## src/rtl/fpnew_divsqrt_iter_core.sv

```systemverilog
// Iterative radix-2 mantissa divide / square-root engine: one result bit per cycle,
// restoring algorithm, produces RES_W quotient/root bits plus a sticky bit.
module fpnew_divsqrt_iter_core #(
  parameter int unsigned MANT_WIDTH = 53
) (
  input  logic                  clk_i,
  input  logic                  rst_ni,
  input  logic                  div_start_i,
  input  logic                  sqrt_start_i,
  input  logic                  kill_i,
  input  logic [MANT_WIDTH-1:0] mant_a_i,
  input  logic [MANT_WIDTH-1:0] mant_b_i,
  input  logic                  exp_odd_i,
  output logic [MANT_WIDTH+1:0] result_o,
  output logic                  sticky_o,
  output logic                  is_sqrt_o,
  output logic                  ready_o,
  output logic                  done_o
);

  localparam int unsigned RES_W = MANT_WIDTH + 2;
  localparam int unsigned REM_W = RES_W + 2;
  localparam int unsigned RAD_W = 2 * RES_W;
  localparam int unsigned CNT_W = $clog2(RES_W + 1);

  typedef enum logic [1:0] {IDLE, BUSY, DONE} state_e;

  state_e             state_reg, state_next;
  logic [CNT_W-1:0]   cnt_reg;
  logic [REM_W-1:0]   rem_reg;
  logic [RAD_W-1:0]   rad_reg;
  logic [MANT_WIDTH-1:0] b_reg;
  logic [RES_W-1:0]   acc_reg;
  logic               is_sqrt_op_reg;
  logic [RES_W-1:0]   result_reg;
  logic               sticky_reg;
  logic               is_sqrt_reg;

  logic               start_accept;
  logic               finish;

  logic [REM_W-1:0]   b_ext;
  logic               div_ge;
  logic [REM_W-1:0]   div_rem;
  logic [REM_W-1:0]   sq_shift;
  logic [REM_W-1:0]   sq_trial;
  logic               sq_ge;
  logic [REM_W-1:0]   sq_rem;
  logic               bit_next;
  logic [REM_W-1:0]   rem_next;
  logic [RES_W-1:0]   acc_next;

  // Control: kill has priority over everything, including starts in the same cycle.
  always_comb begin
    state_next   = state_reg;
    ready_o      = 1'b0;
    done_o       = 1'b0;
    start_accept = 1'b0;
    finish       = 1'b0;
    case (state_reg)
      IDLE: begin
        ready_o = 1'b1;
        if (!kill_i && (div_start_i || sqrt_start_i)) begin
          start_accept = 1'b1;
          state_next   = BUSY;
        end
      end
      BUSY: begin
        if (cnt_reg == CNT_W'(1)) begin
          state_next = DONE;
          finish     = !kill_i;
        end
      end
      DONE: begin
        ready_o = 1'b1;
        done_o  = !kill_i;
        if (!kill_i && (div_start_i || sqrt_start_i)) begin
          start_accept = 1'b1;
          state_next   = BUSY;
        end else begin
          state_next = IDLE;
        end
      end
      default: state_next = IDLE;
    endcase
    if (kill_i) state_next = IDLE;
  end

  // One restoring step of either algorithm; the accumulator doubles as quotient and root.
  always_comb begin
    b_ext    = REM_W'(b_reg);
    div_ge   = rem_reg >= b_ext;
    div_rem  = (div_ge ? (rem_reg - b_ext) : rem_reg) << 1;
    sq_shift = {rem_reg[REM_W-3:0], rad_reg[RAD_W-1 -: 2]};
    sq_trial = {acc_reg, 2'b01};
    sq_ge    = sq_shift >= sq_trial;
    sq_rem   = sq_ge ? (sq_shift - sq_trial) : sq_shift;
    bit_next = is_sqrt_op_reg ? sq_ge : div_ge;
    rem_next = is_sqrt_op_reg ? sq_rem : div_rem;
    acc_next = {acc_reg[RES_W-2:0], bit_next};
  end

  always_ff @(posedge clk_i or negedge rst_ni) begin
    if (!rst_ni) begin
      state_reg      <= IDLE;
      cnt_reg        <= '0;
      rem_reg        <= '0;
      rad_reg        <= '0;
      b_reg          <= '0;
      acc_reg        <= '0;
      is_sqrt_op_reg <= 1'b0;
      result_reg     <= '0;
      sticky_reg     <= 1'b0;
      is_sqrt_reg    <= 1'b0;
    end else begin
      state_reg <= state_next;
      if (start_accept) begin
        cnt_reg        <= CNT_W'(RES_W);
        acc_reg        <= '0;
        b_reg          <= mant_b_i;
        is_sqrt_op_reg <= !div_start_i;
        if (div_start_i) begin
          rem_reg <= REM_W'(mant_a_i);
          rad_reg <= '0;
        end else begin
          rem_reg <= '0;
          // Radicand in [1,4) with a 2-bit integer field, padded to 2*RES_W bits.
          rad_reg <= {(exp_odd_i ? {mant_a_i, 1'b0} : {1'b0, mant_a_i}), {(MANT_WIDTH + 3){1'b0}}};
        end
      end else if (state_reg == BUSY) begin
        cnt_reg <= cnt_reg - CNT_W'(1);
        rem_reg <= rem_next;
        rad_reg <= {rad_reg[RAD_W-3:0], 2'b00};
        acc_reg <= acc_next;
      end
      if (finish) begin
        result_reg  <= acc_next;
        sticky_reg  <= |rem_next;
        is_sqrt_reg <= is_sqrt_op_reg;
      end
    end
  end

  assign result_o  = result_reg;
  assign sticky_o  = sticky_reg;
  assign is_sqrt_o = is_sqrt_reg;

endmodule

```

## config.mk

```make
export PLATFORM = sky130hd
export DESIGN_NAME = fpnew_divsqrt_iter_core
export DESIGN_NICKNAME = d
export VERILOG_FILES = /design/src/rtl/fpnew_divsqrt_iter_core.sv
export SDC_FILE = /design/constraint.sdc
export NUM_CORES = 1
export LEC_CHECK = 0
export ABC_AREA = 1
export BUFFER_PORTS_ARGS = -buffer_cell sky130_fd_sc_hd__buf_2
export CAP_MARGIN = 10
export CORE_ASPECT_RATIO = 1.4
export CORE_UTILIZATION = 37
export CTS_CLUSTER_SIZE = 25
export DETAILED_ROUTE_END_ITERATION = 6
export GPL_TIMING_DRIVEN = 0
export PLACE_DENSITY = 0.6
export SKIP_LAST_GASP = 1
export SYNTH_ARGS = -nofsm -noshare
export SYNTH_HDL_FRONTEND = slang
export SYNTH_SLANG_ARGS = --single-unit
```

## constraint.sdc

```tcl
create_clock -name clk_i -period 5 [get_ports clk_i]
set_clock_uncertainty 0.1 [all_clocks]
set_input_delay 0.25 -clock clk_i [delete_from_list [all_inputs] [get_ports clk_i]]
set_output_delay 0.25 -clock clk_i [all_outputs]
set_load 0.005 [all_outputs]
```

# [Word-level counts from Yosys, hierarchy flattened]
# Cells that the tools add are included.
[op_classes] magnitude_cmp=2 n_eq_ne=5 n_reduce_logical=9 add_sub_neg=3 mux=26
[op_table] cell="$mux W110" count=3
[op_table] cell="$mux W57" count=4
[op_table] cell="$mux W55" count=2
[op_table] cell="$ge A57 B53 Y1" count=1
[op_table] cell="$ge A57 B57 Y1" count=1
[op_table] cell="$reduce_or A57 Y1" count=1
[op_table] cell="$sub A57 B57 Y57" count=1
[op_table] cell="$mux W56" count=1
[op_table] cell="$sub A56 B53 Y56" count=1
[op_table] cell="$mux W54" count=1
[op_table] cell="$mux W53" count=1
[op_table] cell="$mux W6" count=2
[op_table] cell="$mux W1" count=8
[op_table] cell="$eq A6 B1 Y1 const B" count=1
[op_table] cell="$mux W2" count=3
[op_table] cell="$ne A3 B3 Y1 const B" count=2
[op_table] cell="$pmux W2 S3" count=1
[op_table] cell="$sub A6 B1 Y6 const B" count=1
[op_table] cell="$eq A2 B1 Y1 const B" count=1
[op_table] cell="$eq A2 B2 Y1 const B" count=1
[op_table] cell="$logic_not A1 Y1" count=2
[op_table] cell="$logic_not A2 Y1" count=1
[op_table] cell="$reduce_and A2 Y1" count=1
[op_table] cell="$reduce_bool A2 Y1" count=1
[op_table] cell="3 further kinds" count=3
[totals] in_bits=112 elab_cells=55 reg_bits=341 out_inout_bits=59

# [Logic depth before layout (Yosys ltp)]
# Gate-level depths: netlist of the first run.
[logic_depth] depth_word=5 mapped_depth=26 mapped_depth_nobuf=26

# [Least setup slack after synthesis of the first run]
# No wires, ideal clock.
[synth_timing] path_type="register -> register" from="register rem_reg[1]" to="register sticky_reg (netlist: sticky_o)" synth_period_minus_slack_ns=2.719 setup_time_ns=0.116 slack_ns=2.281 required_time_ns=4.784 path_stages_with_launch=25 path_buffers=1 arrival_time_ns=2.503 cell_sequence="dfrtp_1 -> ha_1 -> nand2_1 -> inv_1 -> nand2_1 -> nand2_1 -> nand2_1 -> nand3_1 -> nand2_1 -> nand3_1 -> nand2_2 -> nand3_4 -> nand2_2 -> buf_4 -> o21ai_0 -> nand2_1 -> nand2_1 -> nor2_1 -> nand2_1 -> nor2_1 -> nand2_1 -> nor2_1 -> nand2_1 -> nand2_1 -> nand2_1"
[synth_via] elab_chain_cells=4 elab_cells_between_ends=8 classes_between="2 x add/sub; 2 x order compare; 3 x mux; 1 x reduce/logical"
[synth_rtl] item="start: declaration" line="30" rtl="logic [REM_W-1:0] rem_reg;"
[synth_rtl] item="start signal: assignment" line="123" rtl="rem_reg <= REM_W'(mant_a_i);"
[synth_rtl] item="start signal: assignment" line="132" rtl="rem_reg <= rem_next;"
[synth_rtl] item="$sub A57 B57 Y57, or another cell as far along" line="97" rtl="sq_rem = sq_ge ? (sq_shift - sq_trial) : sq_shift;"
[synth_rtl] item="$mux W57 or $mux W56 (tied branches)" line="97, 93"
[synth_rtl] item="$mux W57 (*)" line="99" rtl="rem_next = is_sqrt_op_reg ? sq_rem : div_rem;"
[synth_rtl] item="$reduce_or A57 Y1 (*)" line="138" rtl="sticky_reg <= |rem_next;"
[synth_rtl] item="end signal: assignment" line="138"
[synth_rtl] item="end: declaration" line="36" rtl="logic sticky_reg;"
# Every way passes the cells marked *; elsewhere a longest branch is shown, timed or not.
# A chain may end at the register's enable or synchronous reset.

# [Worst setup path in the final report of the first run]
[layout_timing] from="register rem_reg[48]" to="register sticky_reg (netlist: sticky_o)"
# The elaborated chain is that of the path after synthesis.

==> results of run 1 <==
==> tightest hold or removal path, delay by kind of cell <==
kind,cells,cell delay [ns]
buffers and inverters,2,0.18
AND/OR/NAND/NOR,2,0.17
AO/OA/AOI/OAI,1,0.07
==> final timing paths <==
path,start,to,slack (ns)
worst max-delay path,rem_reg[48],sticky_o,0.13
worst min-delay path,div_start_i,rem_reg[0],0.04
worst max register to register,rem_reg[48],sticky_o,0.13
worst min register to register,result_o[5],result_o[5],0.37
max in group asynchronous,rst_ni,b_reg[14],3.54
min in group asynchronous,rst_ni,result_o[44],0.18
==> cells by family after synthesis <==
| logic type | Yosys count | synth area share [%] |
|---|---|---|
| and+or+nand+nor | 2068 | 35.3 |
| buffers and inverters | 927 | 14.9 |
| AOI/OAI and AO/OA | 482 | 12.2 |
| DFF | 285 | 29.8 |
| adders and majority gates | 113 | 5.93 |
| xor gates and xnor gates | 51 | 1.86 |
| muxes | 1 | 0.0418 |
==> cell usage in the layout, fill, tap and decap left out, types with 37 or more instances in the layout <==
| cell | netlist | layout |
|---|---|---|
| a21oi_1 | 82 | 82 |
| clkbuf_16 | 0 | 37 |
| clkbuf_1 | 82 | 85 |
| inv_1 | 782 | 782 |
| o22ai_1 | 55 | 55 |
| nand3_1 | 270 | 270 |
| o221ai_1 | 57 | 57 |
| nand2_1 | 1436 | 1436 |
| nor2_1 | 231 | 231 |
| o211ai_1 | 42 | 42 |
| ha_1 | 112 | 112 |
| dfrtp_1 | 285 | 285 |
| xnor2_1 | 46 | 46 |
| buf_2 | 13 | 181 |
| nand4_1 | 65 | 65 |
| o21ai_0 | 197 | 197 |
| dlygate4sd3_1 | 0 | 109 |
==> cell type report <==
class	count	area, um2	area share, %
buffer	126	569	2.02
clock buffer	44	982	3.48
clock inverter	17	180	0.639
inverter	801	3010	10.7
multi-input combinational	2715	13300	47.1
sequential	285	7130	25.3
tap	840	1050	3.73
timing repair buffer	280	2000	7.10
==> metal layers <==
metal,track usage (%),routed length [um]
met1,38.1,43200
met2,58.0,52400
met5,0,15
met4,26.1,9830
met3,3.21,5460
==> report_power, final <==
group / internal, W / leakage, nW / switching (W)
Combinational: 0.00458 / 11.4 / 0.0105
Clock: 0.00155 / 0.574 / 0.00111
Sequential: 0.00280 / 3.71 / 0.000751
==> through the flow <==
stage / util (%) / instance area (um2) / setup slack, ns / hold slack (ns) / setup TNS [ns]
floorplan: - / 24000 / 2.28 / -0.146 / 0
global placement: 40.3 / 25900 / -2.08 / 0.358 / -576.53
detailed placement: 40.4 / 25900 / 0.299 / 0.221 / 0
CTS: 43.9 / 28200 / 0.288 / 0.0262 / 0
global route: 43.9 / 28200 / 0.195 / 0.0445 / 0
finish: 43.9 / 28200 / 0.127 / 0.0394 / 0
==> timing repair <==
item                       in CTS  in global routing
hold endpoints to repair      239                  0
setup endpoints to repair       0                  0
hold buffers                  109                  0
==> reports/qor.yml, run 1 <==
logic_synthesis:
  synth_nets: 4152
  yosysWarnings: 0
  avgSynthCellArea_um2: 6.10
  synth_common_cells: "1436 x nand2_1, 782 x inv_1, 285 x dfrtp_1"
  seq_area_frac_synth_pct: 29.8
  ys_ff_latch: 285
  synth_top_area_share_pct: 29.8
  synth_flop_cell: "dfrtp_1"
  synthCells: 3927
  synth_top_area_cell: "dfrtp_1"
  yosys-top-cells-area: "dfrtp_1 30%, nand2_1 22%, inv_1 12%"
  ys_async_sr_fraction_pct: 100
  synth-edff-count: 0
  ys_types: 45
  syn_area_mm2: 0.0240
  synth_most_common_cell: "nand2_1"
floorplanning:
  rows: 110
  die_x_um: 217
  die_area_mm2: 0.0658
  die-height_um: 303
  start_util_pct: 37.4
  top_level_ports: 171
  core_area_mm2: 0.0641
setup_path:
  slowest_stage: "dfrtp_1"
  cp_cell_sequence: "ha_1, nand2_1, nor2_1, nand4_1, nor2_1, nand2_1, nand3_2, nor2_4, nand2_4, buf_6, buf_6, nand2_1, nand3_1, nand2_1, nor2_1, nand2_1, nor2_1, nand2_1, nor2_1, nand2_1, nand2_1, nand2_1"
  path_delay_family: "simple AND/OR/NAND/NOR gates"
  endpoint_kind: "flip-flop"
  crit_top_cell: "nand2_1"
  required_ns: 5.38
  crit_fanout: 10
  cp_num_cells: 22
  critPathArrivalTime_ns: 5.25
  max_stage_delay_ns: 0.60
  r2r_cells: 22
  crit_type: "reg -> reg"
  start_kind: "flip-flop"
  worst-path-buf-inv: 2
timing:
  fin_crit_sh_pct: 97.5
  rsz0062_at_grt: "no"
  worstMarginPinSlew_ns: 1.29
  slew_violations: 0
  max_slew_margin_pct: 13.8
  hold_viol: 0
  layout_min_cycle_time_ns: 4.87
  finalSetupViolCount: 0
  fmax_mhz: 205
routing:
  viasPerCell: 5.15
  final_antenna_net_count: 0
  drtIter0Drc: 2106
  wl_per_cell_um: 21.7
  dr.pass1.iters: 6
  vias: 26300
  drc_errors: 0
  wl_um: 111000
worst_hold_path:
  hold_class: "in -> reg"
  min_path_cells: 5
cts:
  worstSkewPairLatency_ns: 0.60
  cts_resized: 0
  cts_tree: "yes"
  post_cts.repair.setup_buffers: 0
  cts-buffers-inserted: 34
  cts_buffer_depth: 3
  clock_sinks: 285
  path_clk_slew_ns: 0.06
  cts_root_buf: "clkbuf_16"
  cts.htree.levels: 2
flow_run:
  drv_cap: 0
placed_design:
  place_inst: 4938
  gp_congestion: 1.04
  hpwlAfterDp_um: 92300
  numPortBuffers: 169
run_status:
  outcome: "finished, final reports clean"
global_route:
  grt_max_degree: 114
  grt_use_total_pct: 33.6
  grt_first_pass_wirelength_um: 160000
  grt_overflow: 0
  grt_pass1_vias: 25700
  grt_antenna_before_repair: 2
pwr:
  finalPower_w: 0.0213
  p_leak_nw: 15.7
  powerDensity_mw_per_mm2: 757
  ir_worst_vdd_mv: 0.328
final_layout:
  drive_gt1_share_pct: 6.98
  nNetsFinal: 4468
  instances_no_fill: 5108
  num_antenna_cells: 0
  largest_reg_flops: 57
  num-fill-cells: 7227
  syn_to_final_growth_pct: 17.6
Power figures use the tool's default switching activity.
==> inputs of run 2 (changes only) <==
- ABC_AREA: 1 -> not set
- PLACE_DENSITY: 0.6 -> 0.61
- SKIP_CTS_REPAIR_TIMING: not set -> 1
==> reports/qor.yml, run 2 <==
run_status:
  outcome: "finished with violations"
  failed_checks: "negative hold slack, negative setup slack"
timing:
  slew_violations: 0
  fin_crit_sh_pct: 106
  max_slew_margin_pct: 25.3
  finalSetupViolCount: 1
  whs_ns: -0.0297
  timing.final.ws_setup_ns: -0.277
  hold_viol: 3
  layout_min_cycle_time_ns: 5.28
  worstMarginPinSlew_ns: 1.12
  fmax_mhz: 189
logic_synthesis:
  synth_top_area_share_pct: 33.7
  ys_async_sr_fraction_pct: 100
  seq_area_frac_synth_pct: 33.7
  synth_most_common_cell: "dfrtp_1"
  synth_nets: 2797
  synth_flop_cell: "dfrtp_1"
  synth_common_cells: "285 x dfrtp_1, 255 x o21ai_0, 241 x nand2_1"
  avgSynthCellArea_um2: 8.24
  yosys-top-cells-area: "dfrtp_1 34%, ha_1 6.6%, o21ai_0 6.0%"
  ys_ff_latch: 285
  synthCells: 2572
  syn_area_mm2: 0.0212
  ys_types: 83
  synth-edff-count: 0
  synth_top_area_cell: "dfrtp_1"
  yosysWarnings: 0
final_layout:
  num_antenna_cells: 0
  nNetsFinal: 3110
  syn_to_final_growth_pct: 24.7
  mostFrequentLayoutCells: "256 x dfrtp_1, 243 x o21ai_0, 237 x nand2_1"
  drive_gt1_share_pct: 17.7
  layout_commonest_cell: "dfrtp_1"
  postLayoutCellArea_mm2: 0.0264
  largest_reg_flops: 57
setup_path:
  endpoint_kind: "flip-flop"
  crit_fanout: 10
  crit_type: "reg -> reg"
  start_kind: "flip-flop"
  critPathArrivalTime_ns: 5.62
  r2r_cells: 16
  required_ns: 5.34
floorplanning:
  top_level_ports: 171
  die_x_um: 204
  die-height_um: 285
  rows: 103
  start_util_pct: 37.5
  die_area_mm2: 0.0582
  core_area_mm2: 0.0564
cts:
  clock_sinks: 285
  cts_buffer_depth: 3
  cts_root_buf: "clkbuf_16"
  cts_tree: "yes"
  cts.htree.levels: 2
  worstSkewPairLatency_ns: 0.57
  cts-buffers-inserted: 35
  path_clk_slew_ns: 0.06
routing:
  drtIter0Drc: 2015
  dr.pass1.iters: 6
  vias: 22000
  viasPerCell: 6.05
  final_antenna_net_count: 0
  wl_per_cell_um: 26.3
  wl_um: 96000
  drc_errors: 0
global_route:
  use_met1_pct: 38.4
  grt_max_degree: 111
  grt_overflow: 0
  grt_util_met2_pct: 53.5
  grt_use_total_pct: 31.8
  grt_first_pass_wirelength_um: 137000
  grt_antenna_before_repair: 4
  grt_busiest_layer: "met2"
  grt_pass1_vias: 21100
  grt_use_met3_pct: 4.96
pwr:
  ir_worst_vdd_mv: 0.316
  p_leak_nw: 11.5
  powerDensity_mw_per_mm2: 812
placed_design:
  place_ws_ns: -2.19
  dpl_cell_area_mm2: 0.0230
  hpwlAfterDp_um: 75000
  gp_congestion: 1.00
  numPortBuffers: 169
worst_hold_path:
  min_path_cells: 3
  hold_class: "in -> reg"
flow_run:
  drv_cap: 0
run 2: changes by cell type after synthesis, moves of 44 or more:
cell and change:
nand3_1 -165, clkbuf_1 +59, a21oi_1 +125, o21ai_0 +58
mux2_2 +65, a221o_1 +60, nand2_1 -1195, mux2i_1 +75
o22ai_1 -44, inv_1 -625
run 2: layer usage:
metal,share of wire [%],up-vias
li1,-,10000
met1,39,10700
met2,48,1007
met3,7.1,277
met4,6.5,2
met5,0.014,-
run 2: area by class of cell:
type | instances | area, um2
clock buffer | 48 | 1040
fill | 5586 | 30000
timing repair buffer | 316 | 2340
tap | 735 | 920
multi-input combinational | 1950 | 13500
inverter | 157 | 589
sequential | 285 | 7170
clock inverter | 13 | 161
buffer | 140 | 679
run 2: worst max-delay path: stages (launching register included):
cell and delay (ns):
dfrtp_2 0.52, ha_4 0.35, nand4_1 0.10, buf_4 0.17
nor4_4 0.49, nand4_1 0.62, a21oi_4 0.45, or3_4 0.20
clkbuf_4 0.25, o211ai_1 0.14, o211ai_1 0.21, o22ai_1 0.25
nor4b_2 0.40, and4_1 0.24, nand4_1 0.18, nor4bb_2 0.36
a21oi_1 0.10
run 2: final timing paths:
| kind | slack (ns) | end | startpoint |
|---|---|---|---|
| hold / removal | -0.03 | rem_reg[9] | mant_a_i[9] |
| setup / recovery | -0.28 | sticky_o | rem_reg[35] |
| min in group asynchronous | 0.14 | b_reg[23] | rst_ni |
| max in group asynchronous | 3.63 | rem_reg[50] | rst_ni |
| setup reg to reg | -0.28 | sticky_o | rem_reg[35] |
| hold reg to reg | 0.40 | result_o[34] | result_o[34] |
run 2: metrics by stage:
step,total power (W),utilization (%),setup TNS [ns],instances
global placement,0.0166,40.7,-567.06,3476
floorplan,0.0120,-,0,2572
CTS,0.0194,42.9,-53.47,3540
global route,0.0225,46.8,-0.172,3644
finish,0.0215,46.8,-0.277,3644
detailed placement,0.0166,40.8,-52.36,3479
run 2: kinds of logic (layout without fill, tap and decap cells):
kind of cell,count (synthesis),count (layout),synth area share [%]
DFF,285,285,33.7
and+or+nand+nor,769,769,16.9
buffers and inverters,337,674,6.28
adders and majority gates,113,113,6.71
xor gates and xnor gates,94,94,3.89
muxes,141,141,7.05
AOI/OAI and AO/OA,833,833,25.5
run 2: power breakdown:
group	leakage, nW	switching (W)	internal, W
Sequential	3.67	0.00102	0.00283
Clock	0.591	0.00111	0.00161
Combinational	7.22	0.00926	0.00562
Total	11.5	0.0114	0.0101
